--- src/rtl/id_pipe.sv ---
`default_nettype none
// ============================================================================
// Module   : id_pipe -- MIPS-subset decode stage: operand fetch, hazard stall, registered output.
// Options  : define ID_PIPE_FWD_EN to forward EX/MEM results instead of stalling.  Revision: 1.0
// ============================================================================
module id_pipe #(
  parameter int DATA_W = 32
) (
  input  logic              clk,
  input  logic              rst,
  input  logic              if_valid_i,
  output logic              if_ready_o,
  input  logic [31:0]       pc_i,
  input  logic [31:0]       inst_i,
  output logic              reg1_read_o,
  output logic              reg2_read_o,
  output logic [4:0]        reg1_addr_o,
  output logic [4:0]        reg2_addr_o,
  input  logic [DATA_W-1:0] reg1_data_i,
  input  logic [DATA_W-1:0] reg2_data_i,
  input  logic              ex_wreg_i,
  input  logic [4:0]        ex_wd_i,
  input  logic [DATA_W-1:0] ex_wdata_i,
  input  logic              ex_is_load_i,
  input  logic              mem_wreg_i,
  input  logic [4:0]        mem_wd_i,
  input  logic [DATA_W-1:0] mem_wdata_i,
  input  logic              ex_ready_i,
  output logic              id_valid_o,
  output logic [31:0]       pc_o,
  output logic [7:0]        aluop_o,
  output logic [2:0]        alusel_o,
  output logic [DATA_W-1:0] reg1_o,
  output logic [DATA_W-1:0] reg2_o,
  output logic [4:0]        wd_o,
  output logic              wreg_o,
  output logic              instvalid_o
);

  localparam logic [5:0] OP_SPECIAL = 6'b000000;
  localparam logic [5:0] OP_ANDI    = 6'b001100;
  localparam logic [5:0] OP_ORI     = 6'b001101;
  localparam logic [5:0] OP_XORI    = 6'b001110;
  localparam logic [5:0] OP_LUI     = 6'b001111;

  localparam logic [5:0] FN_SLL = 6'b000000;
  localparam logic [5:0] FN_SRL = 6'b000010;
  localparam logic [5:0] FN_SRA = 6'b000011;
  localparam logic [5:0] FN_AND = 6'b100100;
  localparam logic [5:0] FN_OR  = 6'b100101;
  localparam logic [5:0] FN_XOR = 6'b100110;
  localparam logic [5:0] FN_NOR = 6'b100111;

  localparam logic [7:0] ALU_NOP = 8'h00;
  localparam logic [7:0] ALU_SRL = 8'h02;
  localparam logic [7:0] ALU_SRA = 8'h03;
  localparam logic [7:0] ALU_AND = 8'h24;
  localparam logic [7:0] ALU_OR  = 8'h25;
  localparam logic [7:0] ALU_XOR = 8'h26;
  localparam logic [7:0] ALU_NOR = 8'h27;
  localparam logic [7:0] ALU_SLL = 8'h7C;

  localparam logic [2:0] SEL_NOP   = 3'b000;
  localparam logic [2:0] SEL_LOGIC = 3'b001;
  localparam logic [2:0] SEL_SHIFT = 3'b010;

  logic [5:0] op, funct;
  logic [4:0] rs, rt, rd, sa;

  assign op    = inst_i[31:26];
  assign rs    = inst_i[25:21];
  assign rt    = inst_i[20:16];
  assign rd    = inst_i[15:11];
  assign sa    = inst_i[10:6];
  assign funct = inst_i[5:0];

  logic              dec_read1, dec_read2, dec_wreg, dec_instvalid;
  logic [7:0]        dec_aluop;
  logic [2:0]        dec_alusel;
  logic [4:0]        dec_wd;
  logic [DATA_W-1:0] dec_imm1, dec_imm2;

  always_comb begin
    dec_read1     = 1'b0;
    dec_read2     = 1'b0;
    dec_wreg      = 1'b0;
    dec_instvalid = 1'b0;
    dec_aluop     = ALU_NOP;
    dec_alusel    = SEL_NOP;
    dec_wd        = 5'd0;
    dec_imm1      = '0;
    dec_imm2      = '0;
    case (op)
      OP_ORI, OP_ANDI, OP_XORI: begin
        dec_read1      = 1'b1;
        dec_imm2[15:0] = inst_i[15:0];
        dec_wd         = rt;
        dec_wreg       = 1'b1;
        dec_instvalid  = 1'b1;
        dec_alusel     = SEL_LOGIC;
        case (op)
          OP_ANDI: dec_aluop = ALU_AND;
          OP_XORI: dec_aluop = ALU_XOR;
          default: dec_aluop = ALU_OR;
        endcase
      end
      OP_LUI: begin
        // Upper-immediate load is an OR of the shifted immediate with zero.
        dec_imm2[31:16] = inst_i[15:0];
        dec_wd          = rt;
        dec_wreg        = 1'b1;
        dec_instvalid   = 1'b1;
        dec_alusel      = SEL_LOGIC;
        dec_aluop       = ALU_OR;
      end
      OP_SPECIAL: begin
        if ((sa == 5'd0) && (funct inside {FN_AND, FN_OR, FN_XOR, FN_NOR})) begin
          dec_read1     = 1'b1;
          dec_read2     = 1'b1;
          dec_wd        = rd;
          dec_wreg      = 1'b1;
          dec_instvalid = 1'b1;
          dec_alusel    = SEL_LOGIC;
          case (funct)
            FN_AND:  dec_aluop = ALU_AND;
            FN_OR:   dec_aluop = ALU_OR;
            FN_XOR:  dec_aluop = ALU_XOR;
            default: dec_aluop = ALU_NOR;
          endcase
        end else if ((rs == 5'd0) && (funct inside {FN_SLL, FN_SRL, FN_SRA})) begin
          dec_read2      = 1'b1;
          dec_imm1[4:0]  = sa;
          dec_wd         = rd;
          dec_wreg       = 1'b1;
          dec_instvalid  = 1'b1;
          dec_alusel     = SEL_SHIFT;
          case (funct)
            FN_SRL:  dec_aluop = ALU_SRL;
            FN_SRA:  dec_aluop = ALU_SRA;
            default: dec_aluop = ALU_SLL;
          endcase
        end
      end
      default: ;
    endcase
  end

  // $0 always reads as zero, whatever a later stage claims to be writing.
  function automatic logic [DATA_W-1:0] src_value(input logic [4:0] addr,
                                                  input logic [DATA_W-1:0] rf_data);
    if (addr == 5'd0) return '0;
`ifdef ID_PIPE_FWD_EN
    if (ex_wreg_i && !ex_is_load_i && (ex_wd_i == addr)) return ex_wdata_i;
    if (mem_wreg_i && (mem_wd_i == addr)) return mem_wdata_i;
`endif
    return rf_data;
  endfunction

  function automatic logic src_hazard(input logic live, input logic [4:0] addr);
    logic hit;
    hit = live & ex_wreg_i & ex_is_load_i & (ex_wd_i == addr);
`ifndef ID_PIPE_FWD_EN
    hit = hit | (live & ex_wreg_i & (ex_wd_i == addr))
              | (live & mem_wreg_i & (mem_wd_i == addr));
`endif
    return hit;
  endfunction

`ifndef ID_PIPE_FWD_EN
  logic unused_fwd_data;
  assign unused_fwd_data = ^{ex_wdata_i, mem_wdata_i};
`endif

  logic              live1, live2, hazard, advance;
  logic [DATA_W-1:0] op1, op2;

  assign live1   = dec_read1 & (rs != 5'd0);
  assign live2   = dec_read2 & (rt != 5'd0);
  assign hazard  = src_hazard(live1, rs) | src_hazard(live2, rt);
  assign op1     = dec_read1 ? src_value(rs, reg1_data_i) : dec_imm1;
  assign op2     = dec_read2 ? src_value(rt, reg2_data_i) : dec_imm2;

  logic              id_valid_q, id_valid_d;
  logic [31:0]       pc_q, pc_d;
  logic [7:0]        aluop_q, aluop_d;
  logic [2:0]        alusel_q, alusel_d;
  logic [DATA_W-1:0] reg1_q, reg1_d, reg2_q, reg2_d;
  logic [4:0]        wd_q, wd_d;
  logic              wreg_q, wreg_d, instvalid_q, instvalid_d;

  assign advance     = ~id_valid_q | ex_ready_i;
  assign if_ready_o  = ~rst & advance & ~hazard;
  assign reg1_read_o = ~rst & dec_read1;
  assign reg2_read_o = ~rst & dec_read2;
  assign reg1_addr_o = rst ? 5'd0 : rs;
  assign reg2_addr_o = rst ? 5'd0 : rt;

  always_comb begin
    id_valid_d  = id_valid_q;
    pc_d        = pc_q;
    aluop_d     = aluop_q;
    alusel_d    = alusel_q;
    reg1_d      = reg1_q;
    reg2_d      = reg2_q;
    wd_d        = wd_q;
    wreg_d      = wreg_q;
    instvalid_d = instvalid_q;
    if (advance) begin
      id_valid_d  = 1'b0;
      pc_d        = '0;
      aluop_d     = ALU_NOP;
      alusel_d    = SEL_NOP;
      reg1_d      = '0;
      reg2_d      = '0;
      wd_d        = 5'd0;
      wreg_d      = 1'b0;
      instvalid_d = 1'b0;
      if (if_valid_i && !hazard) begin
        id_valid_d  = 1'b1;
        pc_d        = pc_i;
        aluop_d     = dec_aluop;
        alusel_d    = dec_alusel;
        reg1_d      = op1;
        reg2_d      = op2;
        wd_d        = dec_wd;
        wreg_d      = dec_wreg;
        instvalid_d = dec_instvalid;
      end
    end
  end

  always_ff @(posedge clk) begin
    if (rst) begin
      id_valid_q  <= 1'b0;
      pc_q        <= '0;
      aluop_q     <= ALU_NOP;
      alusel_q    <= SEL_NOP;
      reg1_q      <= '0;
      reg2_q      <= '0;
      wd_q        <= 5'd0;
      wreg_q      <= 1'b0;
      instvalid_q <= 1'b0;
    end else begin
      id_valid_q  <= id_valid_d;
      pc_q        <= pc_d;
      aluop_q     <= aluop_d;
      alusel_q    <= alusel_d;
      reg1_q      <= reg1_d;
      reg2_q      <= reg2_d;
      wd_q        <= wd_d;
      wreg_q      <= wreg_d;
      instvalid_q <= instvalid_d;
    end
  end

  assign id_valid_o  = id_valid_q;
  assign pc_o        = pc_q;
  assign aluop_o     = aluop_q;
  assign alusel_o    = alusel_q;
  assign reg1_o      = reg1_q;
  assign reg2_o      = reg2_q;
  assign wd_o        = wd_q;
  assign wreg_o      = wreg_q;
  assign instvalid_o = instvalid_q;

endmodule
`default_nettype wire

--- config.mk ---
export PLATFORM = sky130hd
export DESIGN_NAME = id_pipe
export DESIGN_NICKNAME = d
export VERILOG_FILES = /design/src/rtl/id_pipe.sv
export SDC_FILE = /design/constraint.sdc
export NUM_CORES = 1
export LEC_CHECK = 0
export ABC_AREA = 1
export ABC_CLOCK_PERIOD_IN_PS = 2000
export CAP_MARGIN = 10
export CORE_AREA = 5 5 127 129
export CTS_CLUSTER_SIZE = 10
export DETAILED_ROUTE_END_ITERATION = 6
export DIE_AREA = 0 0 132 134
export DONT_BUFFER_PORTS = 1
export PLACE_DENSITY = 0.62
export SLEW_MARGIN = 15
export SYNTH_ARGS = -nofsm -noshare
export SYNTH_HDL_FRONTEND = slang
export SYNTH_SLANG_ARGS = --single-unit
--- constraint.sdc ---
create_clock -name clk -period 2 [get_ports clk]
set_input_delay 0.1 -clock clk [delete_from_list [all_inputs] [get_ports clk]]
set_output_delay 0.1 -clock clk [all_outputs]
set_load 0.005 [all_outputs]
==> Word level (Yosys, flattened, before mapping) <==
Cells that the tools add are included.
{ "word_totals": {"input_bits": 209, "regBits": 114} }
{ "classes": {"reduce_logical": 15, "muxes": 41, "bitwise_logic": 27, "eq_ne": 14} }
{ "ops": {"columns": ["op", "n"], "rows": [
  ["$mux W32", 9],
  ["$mux W5", 8],
  ["$mux W16", 2],
  ["$eq A6 B4 Y1 const B", 4],
  ["$eq A6 B6 Y1 const B", 4],
  ["$pmux W8 S3", 1],
  ["$eq A5 B5 Y1", 4],
  ["$and A1 B1 Y1", 18],
  ["$mux W8", 2],
  ["$logic_not A5 Y1", 3],
  ["$pmux W7 S2", 1],
  ["$eq A6 B2 Y1 const B", 2],
  ["$logic_not A6 Y1", 2],
  ["$pmux W5 S2", 1],
  ["$reduce_bool A5 Y1", 2],
  ["$mux W1", 8],
  ["$pmux W2 S2", 2],
  ["$mux W7", 1],
  ["$or A1 B1 Y1", 6],
  ["$pmux W2 S3", 1],
  ["$mux W2", 2],
  ["$pmux W1 S2", 2],
  ["$reduce_bool A4 Y1", 1],
  ["$reduce_or A4 Y1", 1],
  ["other kinds (6)", 10]
]} }

==> Longest topological paths before layout <==
{ "logic_depth": {"depth_word": 16, "mapped_depth": 13, "mapped_depth_nobuf": 11} }

==> Worst setup path before layout <==
No wires, ideal clock.
{ "synth_timing": {"path_kind": "flip-flop to flip-flop", "startpoint": "reg id_valid_q (netlist: id_valid_o)", "endpoint": "reg aluop_q[0] (netlist: aluop_o[0])", "setup_time_ps": 70, "period_less_slack_ps": 1556, "arrival_time_ps": 1486, "path_slack_ps": 444, "t_required_ps": 1930, "path_stages_with_launch": 8, "cell_sequence": "dfxtp_1 -> inv_1 -> nor2_1 -> clkbuf_1 -> clkbuf_1 -> clkbuf_1 -> nand2_1 -> a21oi_1"} }
{ "synth_between": {"elab_chain_len": 2} }
{ "synth_rtl": {"columns": ["item", "line_no", "source"], "rows": [
  ["start: declaration", "183", "logic id_valid_q, id_valid_d;"],
  ["start signal: assignment", "244", "id_valid_q <= id_valid_d;"],
  ["$not A1 Y1", "191", "assign advance = ~id_valid_q | ex_ready_i;"],
  ["$or A1 B1 Y1", "191", null],
  ["end signal: assignment", "246", "aluop_q <= aluop_d;"],
  ["end: declaration", "185", "logic [7:0] aluop_q, aluop_d;"]
]} }
No other way between the ends.
A chain may end at the register's enable or synchronous reset.

==> Final worst setup path <==
{ "layout_timing": {"startpoint": "in inst_i[23]", "endpoint": "reg pc_q[1] (netlist: pc_o[1])"} }
{ "layout_between": {"elab_chain_len": 15, "elab_cells_between_ends": 30} }
{ "layout_rtl": {"columns": ["item", "line_no", "source"], "rows": [
  ["start: declaration", "14", "input logic [31:0] inst_i,"],
  ["$logic_not A5 Y1", "130", "end else if ((rs == 5'd0) && (funct inside {FN_SLL, FN_SRL, FN_SRA})) begin"],
  ["$logic_and A1 B1 Y1", "130", null],
  ["$mux W1", "130", null],
  ["$mux W1", "117", "if ((sa == 5'd0) && (funct inside {FN_AND, FN_OR, FN_XOR, FN_NOR})) begin"],
  ["$mux W1", "93", "case (op)"],
  ["$and A1 B1 Y1", "178", "assign live2 = dec_read2 & (rt != 5'd0);"],
  ["$and A1 B1 Y1", "161, 163", null],
  ["$and A1 B1 Y1 (2 in series)", "161", "hit = live & ex_wreg_i & ex_is_load_i & (ex_wd_i == addr);"],
  ["$or A1 B1 Y1", "163", "hit = hit | (live & ex_wreg_i & (ex_wd_i == addr))"],
  ["$or A1 B1 Y1", "164", "| (live & mem_wreg_i & (mem_wd_i == addr));"],
  ["$or A1 B1 Y1 (*)", "179", "assign hazard = src_hazard(live1, rs) | src_hazard(live2, rt);"],
  ["$logic_not A1 Y1 (*)", "218", "if (if_valid_i && !hazard) begin"],
  ["$logic_and A1 B1 Y1 (*)", "218", null],
  ["$mux W32 (*)", "218", null],
  ["end signal: assignment", "245", "pc_q <= pc_d;"],
  ["end: declaration", "184", "logic [31:0] pc_q, pc_d;"]
]} }
Every way passes the cells marked *; elsewhere a longest branch is shown, timed or not.

==> results.py <==
metrics = {
    "run_status": {
        "status": "finished, final reports clean",
    },
    "placement": {
        "dp_hpwl_um": 13900,
        "gp_congestion": 0.911,
        "io_buffers": 0,
        "pre_cts_slack_ns": 0.241,
        "dp_cells": 1000,
    },
    "route": {
        "vias_per_cell": 5.35,
        "drt_iter0_drc": 321,
        "drt-pass1-iter-count": 6,
        "wl_per_cell_um": 19.6,
        "ant_nets": 0,
        "drc": 0,
        "wl_um": 21200,
        "routed-via-count": 5799,
    },
    "final_layout": {
        "fin_cells": 1083,
        "syn_to_final_growth_pct": 21.5,
        "fin_nets": 1099,
        "antenna-diode-count": 0,
        "layout-drive-gt1-share": 0.0670,
    },
    "clock_tree": {
        "numClockSinks": 109,
        "cts_tree": "yes",
        "clk_path_buf_depth": 2,
        "cts.reportedPaths.clkPinSlew_ns": 0.08,
        "cts_buffers": 9,
        "postCtsSetupBuffers": 0,
        "h-tree-depth": 3,
        "clk-insertion-delay-late_ns": 0.36,
        "cts-root-buf": "clkbuf_16",
    },
    "sta": {
        "fmax_mhz": 528,
        "setup_tns_ns": 0,
        "fin_crit_ns": 1.89,
        "finalSetupViolCount": 0,
        "slew_headroom": 0.626,
        "worst_slew_pin_slew_ns": 0.561,
        "period_share": 0.946,
        "fin_skew_ns": 0.00906,
        "final_hold_viol_count": 0,
        "fin_ws_ns": 0.107,
        "slew_viol_final": 0,
        "rsz0062_at_grt": "false",
    },
    "job": {
        "drv_cap": 0,
    },
    "pwr": {
        "power_density_nw_per_um2": 696,
        "ir_drop_mv": 0.452,
        "power.leakage_nw": 2.97,
    },
    "synthesis": {
        "synth_area_per_cell_um2": 6.50,
        "yosys_warnings": 0,
        "ys_seq_elements": 109,
        "synth_edf_count": 0,
        "ys.flop_type": "dfxtp_1",
        "synthArstFlopShare": 0,
        "synth.yosys.seq_area_share": 0.391,
        "syn-cell-area_um2": 5580,
        "syn_inst": 858,
        "ys_types": 26,
    },
    "global_routing": {
        "grt_pass1_vias": 5548,
        "antenna_found_initial": 0,
        "grt_overflow": 0,
        "grt_usage": 0.224,
        "grt_pass1_wl_um": 32000,
        "grt_max_degree": 98,
    },
    "min_path": {
        "hold_depth": 4,
        "min_path_type": "in -> reg",
    },
    "worst_setup_path": {
        "critPathLaunchType": "input pin",
        "worstPathArrival_ns": 2.20,
        "cp_max_fo": 36,
        "crit_type": "in -> reg",
        "required_ns": 2.31,
        "worstSetupEndpointType": "flop",
        "worst_r2r_path_depth": 7,
    },
    "floorplan": {
        "die_height_um": 134,
        "start_util": 0.374,
        "die_area_um2": 17700,
        "pin_count": 337,
        "die_x_um": 132,
        "num_rows": 45,
        "fp.coreArea_um2": 14900,
    },
}
Yosys cell counts, types with 2 or more instances:
library cell | n | area (um^2)
clkbuf_1 | 38 | 143
nand2_2 | 3 | 18.8
nand3_1 | 122 | 611
inv_2 | 2 | 7.51
o21ai_0 | 11 | 55.1
a31oi_1 | 29 | 181
nand3_2 | 11 | 110
dfxtp_1 | 109 | 2180
o22ai_1 | 5 | 31.3
nor2_4 | 3 | 33.8
nor2_1 | 99 | 372
buf_2 | 12 | 60.1
nor3_1 | 2 | 10.0
inv_1 | 102 | 383
a21oi_1 | 110 | 551
buf_1 | 7 | 26.3
buf_4 | 6 | 45.0
nand2_1 | 177 | 664
nand4_1 | 3 | 18.8
metrics by stage:
stage	hold slack (ns)	total power, mW	instance area (um^2)	utilization
after floorplan	0.243	2.59	5580	-
after global placement	0.180	2.66	5730	0.384
after detailed placement	0.181	2.66	5730	0.384
after CTS	0.0150	4.75	6720	0.450
after global routing	0.0541	4.92	6780	0.455
final	0.0145	4.72	6780	0.455
sequential cells by signal (all words and copies together), names as in the netlist:
name	flops
id_valid_o	1
wd_o	5
aluop_o	4
reg1_o	32
pc_o	32
instvalid_o	1
alusel_o	2
reg2_o	32
path summary, 6_finish.rpt:
path	startpoint	end	slack, ns
worst max register to register	id_valid_o$_SDFFE_PP0N_	pc_o[1]$_SDFFE_PP0N_	0.17
worst min-delay path	reg1_data_i[6]	reg1_o[6]$_SDFFE_PP0N_	0.01
worst max-delay path	inst_i[23]	pc_o[1]$_SDFFE_PP0N_	0.11
worst min register to register	pc_o[30]$_SDFFE_PP0N_	pc_o[30]$_SDFFE_PP0N_	0.49
power by group:
| group | switching [mW] | leakage (nW) | total (mW) | internal (mW) |
|---|---|---|---|---|
| logic | 0.323 | 1.93 | 0.527 | 0.204 |
| clock network | 0.938 | 0.159 | 1.96 | 1.02 |
| registers | 0.0331 | 0.883 | 2.24 | 2.21 |
metal layers:
| layer | routed length (um) | share of wire | global-route usage | vias up |
|---|---|---|---|---|
| li1 | - | - | - | 2826 |
| met1 | 8510 | 0.40 | 0.263 | 2676 |
| met2 | 9880 | 0.47 | 0.368 | 268 |
| met3 | 2330 | 0.11 | 0.107 | 29 |
| met4 | 480 | 0.023 | 0.0571 | 0 |
| met5 | 0 | 0 | 0 | - |
critical path, cell delays in order:
cell           delay, ns
inv_1               0.11
nand3_1             0.09
nor2_1              0.29
inv_1               0.12
nand3_1             0.12
nand2_2             0.07
nor2_4              0.22
buf_12              0.25
nand3_1             0.10
a21oi_1             0.15
dlygate4sd3_1       0.56
cell usage in the layout, fill, tap and decap left out, types with 2 or more instances in the layout:
cell	count
a21oi_1	110
a31oi_1	29
buf_12	4
buf_16	2
buf_4	12
clkbuf_16	11
conb_1	2
dfxtp_1	109
dlygate4sd3_1	64
inv_1	101
inv_2	2
inv_6	2
inv_8	3
nand2_1	177
nand2_2	3
nand3_1	122
nand3_2	11
nand4_1	3
nor2_1	98
nor2_4	4
nor3_1	2
o21ai_0	11
o22ai_1	5
cells by family (layout without fill, tap and decap cells):
| logic type | after synthesis | in the layout | share of synthesized area |
|---|---|---|---|
| DFF | 109 | 109 | 0.391 |
| and+or+nand+nor | 422 | 422 | 0.333 |
| AOI/OAI and AO/OA | 157 | 157 | 0.152 |
| other | 1 | 2 | 0.000672 |
| buffers and inverters | 169 | 205 | 0.124 |
final cells by class:
| type | count | area [um^2] |
|---|---|---|
| repair buffers | 85 | 927 |
| fillers | 1551 | 8140 |
| flip-flops and latches | 109 | 2180 |
| well taps | 188 | 235 |
| inverters | 104 | 395 |
| multi-input cells | 581 | 2720 |
| clock inverters | 7 | 97.6 |
| clock buffers | 9 | 225 |
timing repair:
| action | CTS | global route |
|---|---|---|
| hold endpoints to repair | 109 | 0 |
| gates resized for setup | 0 | 3 |
| endpoints found under the setup margin | 0 | 12 |
| hold buffers | 65 | 0 |
(Power assumes the default switching activity.)
